$ cat src/rtl/get_money.sv
// Coin-acceptance and credit register: accumulates coin credit, debits purchases, refunds on mode=1.
// Define GET_MONEY_COIN5_EN to accept coin_in=11 as a 5-unit coin; otherwise it is always rejected.
module get_money #(
    parameter int MAX_CREDIT = 15
) (
    input  logic       clock,
    input  logic       reset_n,
    input  logic       mode,
    input  logic [1:0] coin_in,
    input  logic       spend,
    input  logic [3:0] spend_amount,
    output logic [3:0] value,
    output logic       spend_ok,
    output logic       spend_err,
    output logic       coin_reject,
    output logic       refund_valid,
    output logic [3:0] refund_amount
);
    localparam logic [4:0] MAX_C = 5'(MAX_CREDIT);

    logic [3:0] value_q, value_d;
    logic       spend_ok_q, spend_ok_d;
    logic       spend_err_q, spend_err_d;
    logic       coin_rej_q, coin_rej_d;
    logic       refund_vld_q, refund_vld_d;
    logic [3:0] refund_amt_q, refund_amt_d;

    logic [2:0] coin_val;
    logic       coin_bad;
    logic [3:0] v_after_spend;
    logic [4:0] coin_sum;

    always_comb begin
        coin_val = 3'd0;
        coin_bad = 1'b0;
        case (coin_in)
            2'b01:   coin_val = 3'd1;
            2'b10:   coin_val = 3'd2;
`ifdef GET_MONEY_COIN5_EN
            2'b11:   coin_val = 3'd5;
`else
            2'b11:   coin_bad = 1'b1;
`endif
            default: coin_val = 3'd0;
        endcase
    end

    always_comb begin
        value_d       = value_q;
        spend_ok_d    = 1'b0;
        spend_err_d   = 1'b0;
        coin_rej_d    = 1'b0;
        refund_vld_d  = 1'b0;
        refund_amt_d  = 4'd0;
        v_after_spend = value_q;
        coin_sum      = 5'd0;
        if (mode) begin
            // Refund wins over everything else on this edge; coins and purchases bounce.
            if (value_q != 4'd0) begin
                refund_vld_d = 1'b1;
                refund_amt_d = value_q;
                value_d      = 4'd0;
            end
            coin_rej_d  = (coin_in != 2'b00);
            spend_err_d = spend;
        end else begin
            if (spend) begin
                if (spend_amount <= value_q && spend_amount != 4'd0) begin
                    v_after_spend = value_q - spend_amount;
                    spend_ok_d    = 1'b1;
                end else begin
                    spend_err_d = 1'b1;
                end
            end
            // Coin is credited against the post-debit credit; 5-bit sum keeps overflow visible.
            coin_sum = {1'b0, v_after_spend} + {2'b00, coin_val};
            value_d  = v_after_spend;
            if (coin_in != 2'b00) begin
                if (!coin_bad && coin_sum <= MAX_C) value_d = coin_sum[3:0];
                else coin_rej_d = 1'b1;
            end
        end
    end

    always_ff @(posedge clock or negedge reset_n) begin
        if (!reset_n) begin
            value_q      <= 4'd0;
            spend_ok_q   <= 1'b0;
            spend_err_q  <= 1'b0;
            coin_rej_q   <= 1'b0;
            refund_vld_q <= 1'b0;
            refund_amt_q <= 4'd0;
        end else begin
            value_q      <= value_d;
            spend_ok_q   <= spend_ok_d;
            spend_err_q  <= spend_err_d;
            coin_rej_q   <= coin_rej_d;
            refund_vld_q <= refund_vld_d;
            refund_amt_q <= refund_amt_d;
        end
    end

    assign value         = value_q;
    assign spend_ok      = spend_ok_q;
    assign spend_err     = spend_err_q;
    assign coin_reject   = coin_rej_q;
    assign refund_valid  = refund_vld_q;
    assign refund_amount = refund_amt_q;
endmodule

$ cat config.mk
export PLATFORM = sky130hd
export DESIGN_NAME = get_money
export DESIGN_NICKNAME = d
export VERILOG_FILES = /design/src/rtl/get_money.sv
export SDC_FILE = /design/constraint.sdc
export NUM_CORES = 1
export LEC_CHECK = 0
export CAP_MARGIN = 30
export CORE_MARGIN = 10
export CORE_UTILIZATION = 35
export CTS_CLUSTER_DIAMETER = 200
export DETAILED_ROUTE_END_ITERATION = 16
export GPL_ROUTABILITY_DRIVEN = 0
export PLACE_DENSITY = 0.61
export SLEW_MARGIN = 20
export SYNTH_ARGS = -nofsm -noshare
export SYNTH_HDL_FRONTEND = slang
export SYNTH_SLANG_ARGS = --single-unit
$ cat constraint.sdc
create_clock -name clock -period 7.3 [get_ports clock]
set_input_delay 0.73 -clock clock [delete_from_list [all_inputs] [get_ports clock]]
set_output_delay 0.73 -clock clock [all_outputs]
set_load 0.02 [all_outputs]
==> results of run 1 <==
==> report_power, final <==
group | internal (mW) | leakage [nW] | switching [mW]
Clock | 0.0302 | 0.0210 | 0.0190
Sequential | 0.0725 | 0.159 | 0.00488
Combinational | 0.0340 | 0.266 | 0.0372
==> cell type report <==
| class | instances | share of cell area |
|---|---|---|
| clock buffer | 4 | 0.0351 |
| inverter | 9 | 0.0326 |
| multi-input combinational | 51 | 0.406 |
| sequential | 12 | 0.290 |
| tap | 27 | 0.0326 |
| timing repair buffer | 21 | 0.203 |
==> Yosys cell counts, types with 2 or more instances <==
| library cell | n |
|---|---|
| xor2_1 | 2 |
| nor3_1 | 2 |
| fa_1 | 2 |
| o21ai_0 | 3 |
| ha_1 | 6 |
| dfrtp_1 | 12 |
| mux2i_2 | 2 |
| nand2_1 | 2 |
| a21oi_1 | 6 |
| inv_1 | 9 |
| a211oi_1 | 2 |
| nor2_1 | 3 |
| o31a_2 | 2 |
| and2_1 | 4 |
| a221oi_1 | 2 |
| nor2b_1 | 2 |
| o21a_1 | 2 |
==> routing by layer <==
| layer | wire [um] | part of all wire |
|---|---|---|
| met5 | 0 | 0 |
| met4 | 8 | 0.0049 |
| met3 | 97 | 0.059 |
| met2 | 797 | 0.49 |
| met1 | 732 | 0.45 |
==> cell usage in the layout (no fill, tap or decap), types with 3 or more instances in the layout <==
cell type        count
a21oi_1              6
and2_1               4
clkbuf_4             3
clkdlybuf4s50_1     21
dfrtp_1             12
ha_1                 6
inv_1                9
nor2_1               3
o21ai_0              3
==> worst reg2reg max path, cell delays in order, from the launching register on <==
cell	delay, ns
dfrtp_1	0.43
inv_1	0.07
ha_1	0.21
inv_1	0.07
fa_1	0.19
a21oi_1	0.05
o21a_1	0.20
or2_1	0.29
o21ai_0	0.27
ha_1	0.23
inv_1	0.06
fa_1	0.45
or3_4	0.43
a221oi_1	0.26
==> flip-flops by register name (all words and copies together) (netlist names) <==
signal	flops
coin_reject	1
spend_ok	1
spend_err	1
refund_valid	1
value	4
refund_amount	4
==> how the worst max path moves through the flow <==
stage	slack [ns]	end
final	3.56	value[0]$_DFFE_PN0P_
after floorplan	3.99	value[0]$_DFFE_PN0P_
after CTS	3.55	value[0]$_DFFE_PN0P_
after global placement	3.35	value[1]$_DFFE_PN0P_
after detailed placement	3.27	value[0]$_DFFE_PN0P_
after global routing	3.37	value[0]$_DFFE_PN0P_
==> logic make-up (layout without fill, tap and decap cells) <==
kind of cell,count (synthesis),after routing
compound gates,19,19
xor+xnor,2,2
fa+ha+maj,8,8
buf+inv,11,34
simple gates,19,19
mux,3,3
flops,12,12
==> per-stage QoR <==
stage,instances,setup WS [ns]
after floorplan,74,3.99
after global placement,120,3.35
after detailed placement,120,3.27
after CTS,124,3.55
after global routing,124,3.37
final,124,3.56
==> impl_metrics.py, run 1 <==
metrics = {
    "yosys": {
        "synth_top_family_by_area": "compound AO/OA/AOI/OAI gates",
        "synthCells": 74,
        "syn_area_um2": 769,
        "synthTopCellsByArea": "dfrtp_1 39%, ha_1 9.8%, fa_1 5.2%",
        "synth_compound_area_frac": 0.172,
        "yosysSeqAreaShare": 0.390,
        "synthFlopType": "dfrtp_1",
        "synth_mux_area_frac": 0.0504,
        "synth-async-reset-ratio": 1.00,
        "synth_top_area_cell": "dfrtp_1",
        "yosys_warnings": 0,
        "synth.distinct_cells": 28,
        "synth_xor_area_frac": 0.0228,
        "synth-adder-area-share": 0.150,
        "syn_area_per_cell_um2": 10.4,
        "synth_edf_count": 0,
        "synth_seq_cells": 12,
        "synth_top_cell_area_share": 0.390,
        "syn_nets": 92,
        "synthSimpleGateAreaFrac": 0.151,
    },
    "sta": {
        "fin_setup_tns_ns": 0,
        "slew_viol_final": 0,
        "min_period_over_period": 0.512,
        "worstMarginPinSlew_ns": 0.490,
        "skew_ns": 0.000767,
        "max_slew_margin": 0.672,
        "rsz0062_at_grt": "false",
        "fin_crit_ns": 3.74,
        "fmax_mhz": 267,
        "whs_ns": 0.591,
        "setup_viol": 0,
        "hold_violations": 0,
    },
    "finish": {
        "final_nets": 116,
        "register_area_um2": 300,
        "area_growth_syn_to_layout_pct": 34.5,
        "multi_input_area_um2": 420,
        "utilization": 0.512,
        "nFillCells": 200,
        "drive_gt1_frac": 0.113,
        "antenna_cells": 0,
        "finalInstanceArea_um2": 1030,
    },
    "pwr": {
        "powerDensity_nw_per_um2": 191,
        "p_total_uw": 198,
        "peakVddDrop_uv": 88.3,
        "leakagePower_nw": 0.446,
    },
    "placement": {
        "placed_area_um2": 998,
        "dp_hpwl_um": 1400,
        "io_buffers": 21,
    },
    "grt": {
        "grt_use_met3": 0.0301,
        "grt_pass1_wl_um": 2650,
        "grtUsageMet1": 0.0826,
        "met2_usage": 0.128,
        "grt_pass1_vias": 623,
        "grt_overflow": 0,
        "grt_usage": 0.0749,
        "antenna_found_initial": 0,
        "busiest_layer": "met2",
        "grt_max_degree": 13,
    },
    "cts": {
        "root_buffer": "clkbuf_4",
        "cts_tree": "done",
        "insertion_delay_ns": 0.26,
        "cts_made_buffers": 3,
        "clk_pin_slew_worst_paths_ns": 0.07,
        "cts_resized": 0,
        "cts_buffer_depth": 2,
        "htreeDepth": 1,
        "cts_sinks": 12,
        "cts_hold_buffers": 0,
        "postCtsSetupRepairBufs": 0,
    },
    "detailed_routing": {
        "drtAntennaViolNets": 0,
        "drt-initial-drc-count": 5,
        "drcViolationCount": 0,
        "vias": 607,
        "avgViaCountPerCell": 4.90,
        "wl_per_cell_um": 13.2,
        "first_pass_iters": 2,
        "routed_wl_um": 1640,
    },
    "floorplanning": {
        "fp.dieW_um": 66.9,
        "die_area_um2": 4470,
        "ioPinCount": 22,
        "coreArea_um2": 2020,
        "die_y_um": 66.9,
        "rows": 16,
        "initial_core_util": 0.381,
    },
    "critical_path": {
        "worstPathRequired_ns": 7.46,
        "reg2reg_depth": 13,
        "crit_start": "spend_amount[0]",
        "cp.depth": 13,
        "cp_data_arrival_time_ns": 3.90,
        "critPathTopFamily": "adder cells",
        "crit_chain": "clkdlybuf4s50_1 -> ha_1 -> inv_1 -> fa_1 -> a21oi_1 -> o21a_1 -> or2_1 -> o21ai_0 -> ha_1 -> inv_1 -> fa_1 -> or3_4 -> a221oi_1",
        "critPathSlowestCell": "clkdlybuf4s50_1",
        "worst_path_largest_cell_delay_ns": 0.45,
        "worst_r2r_endpoint": "value[0]$_DFFE_PN0P_",
        "end_kind": "flip-flop",
        "critPathKind": "primary input to flip-flop",
        "rrSetupSlack_ns": 3.99,
        "crit_fanout": 5,
        "reg2reg_from": "value[0]$_DFFE_PN0P_",
        "crit_buf_inv": 3,
        "worstSetupStartpointType": "primary input",
    },
    "run_status": {
        "status": "completed",
    },
    "hold_path": {
        "hold_class": "flip-flop to flip-flop",
        "hold_start": "value[3]$_DFFE_PN0P_",
        "min_path_cells": 1,
        "whs_endpoint": "refund_amount[3]$_DFF_PN0_",
    },
    "run": {
        "maxCapViolations": 0,
    },
}
Note: power is estimated with default switching activity, not from simulation.
==> inputs of run 2 (changes only) <==
- clock period: 7.3 -> 3.73 ns (I/O delays scaled with it)
==> run 2 against run 1 <==
Effect of this change: sequential cell count did not move; final area rose by 1.5%; sequential share of layout area fell by 0.42 points; critical path type unchanged; highest routed layer unchanged; total power rose by 100%.
==> impl_metrics.py, run 2 (synthesis gave the netlist of run 1 again) <==
metrics = {
    "sta": {
        "slew_viol_final": 0,
        "hold_violations": 0,
        "fin_setup_tns_ns": 0,
        "min_period_over_period": 0.875,
        "setup_viol": 0,
        "worstMarginPinSlew_ns": 0.525,
        "skew_ns": 0.0100,
        "rsz0062_at_grt": "false",
        "fin_crit_ns": 3.26,
        "fin_ws_ns": 0.466,
        "max_slew_margin": 0.649,
        "whs_ns": 0.440,
        "fmax_mhz": 306,
    },
    "grt": {
        "antenna_found_initial": 0,
        "grt_overflow": 0,
        "grt_usage": 0.0775,
        "grt_pass1_vias": 627,
        "grt_max_degree": 13,
        "grt_pass1_wl_um": 2790,
    },
    "floorplanning": {
        "coreArea_um2": 2020,
        "rows": 16,
        "die_area_um2": 4470,
        "fp.dieW_um": 66.9,
        "ioPinCount": 22,
        "die_y_um": 66.9,
        "initial_core_util": 0.381,
    },
    "cts": {
        "cts_sinks": 12,
        "cts_resized": 0,
        "cts_hold_buffers": 0,
        "root_buffer": "clkbuf_4",
        "htreeDepth": 1,
        "insertion_delay_ns": 0.27,
        "clk_pin_slew_worst_paths_ns": 0.08,
        "cts_tree": "done",
        "cts_made_buffers": 3,
        "postCtsSetupRepairBufs": 0,
        "cts_buffer_depth": 2,
    },
    "critical_path": {
        "rrSetupSlack_ns": 0.52,
        "worst_r2r_endpoint": "value[1]$_DFFE_PN0P_",
        "crit_start": "spend_amount[0]",
        "cp-endpoint": "value[1]$_DFFE_PN0P_",
        "crit_chain": "clkdlybuf4s50_1 -> ha_1 -> inv_1 -> fa_1 -> a21oi_1 -> o21a_1 -> o21ai_0 -> o21ai_0 -> ha_1 -> inv_1 -> fa_1 -> or3_4 -> a221oi_1",
        "cp_data_arrival_time_ns": 3.43,
        "reg2reg_from": "value[0]$_DFFE_PN0P_",
        "end_kind": "flip-flop",
        "worstPathRequired_ns": 3.90,
        "worst_path_largest_cell_delay_ns": 0.50,
        "critPathKind": "primary input to flip-flop",
        "reg2reg_depth": 13,
        "crit_fanout": 4,
        "critPathSlowestCell": "clkdlybuf4s50_1",
        "worstSetupStartpointType": "primary input",
    },
    "placement": {
        "dp_hpwl_um": 1420,
        "pre_cts_ws_ns": 0.212,
        "io_buffers": 21,
    },
    "finish": {
        "area_growth_syn_to_layout_pct": 36.4,
        "drive_gt1_frac": 0.131,
        "layout_common_cells": "21 x clkdlybuf4s50_1, 12 x dfrtp_1, 9 x inv_1",
        "final_common_cell": "clkdlybuf4s50_1",
        "utilization": 0.519,
        "antenna_cells": 0,
        "final_nets": 118,
    },
    "detailed_routing": {
        "routed_wl_um": 1730,
        "drtAntennaViolNets": 0,
        "first_pass_iters": 4,
        "wl_per_cell_um": 13.8,
        "drcViolationCount": 0,
        "vias": 616,
        "drt-initial-drc-count": 12,
        "avgViaCountPerCell": 4.89,
    },
    "pwr": {
        "peakVddDrop_uv": 187,
        "p_total_uw": 397,
        "leakagePower_nw": 0.455,
        "powerDensity_nw_per_um2": 378,
    },
    "run": {
        "maxCapViolations": 0,
    },
    "hold_path": {
        "hold_class": "primary input to async pin",
    },
    "run_status": {
        "status": "completed",
    },
}
-- run 2: area by class of cell --
class                   count  area (um2)
well taps                  27        33.8
inverters                   9        33.8
clock buffers               4        36.3
repair buffers             23         225
flip-flops and latches     12         300
fillers                   194         972
multi-input cells          51         420
-- run 2: power breakdown --
part	internal, mW	switching (mW)	total (mW)
clock	0.0593	0.0437	0.103
sequential	0.142	0.00990	0.152
combinational	0.0690	0.0737	0.143
total	0.270	0.127	0.397
-- run 2: layer usage --
metal  global-route usage  vias up  part of all wire
li1                     -      312                 -
met1               0.0873      285              0.43
met2                0.134       17              0.47
met3               0.0318        2             0.084
met4               0.0154        0            0.0075
met5                    0        -                 0
-- run 2: how the worst min path moves through the flow --
stage	start	endpoint
final	reset_n	spend_err$_DFF_PN0_
after detailed placement	value[0]$_DFFE_PN0P_	refund_valid$_DFF_PN0_
after global routing	reset_n	spend_err$_DFF_PN0_
after floorplan	reset_n	coin_reject$_DFF_PN0_
after CTS	reset_n	spend_err$_DFF_PN0_
after global placement	value[0]$_DFFE_PN0P_	refund_amount[0]$_DFF_PN0_
-- run 2: worst max-delay path, delay by kind of cell --
kind	cells	cell delay [ns]
fa+ha+maj	4	1.23
compound gates	5	0.83
buf+inv	3	0.62
simple gates	1	0.41
-- run 2: through the flow --
stage               std cells  cell area (um2)
floorplan                  74              769
global placement          122             1010
detailed placement        122             1010
CTS                       126             1050
global route              126             1050
finish                    126             1050
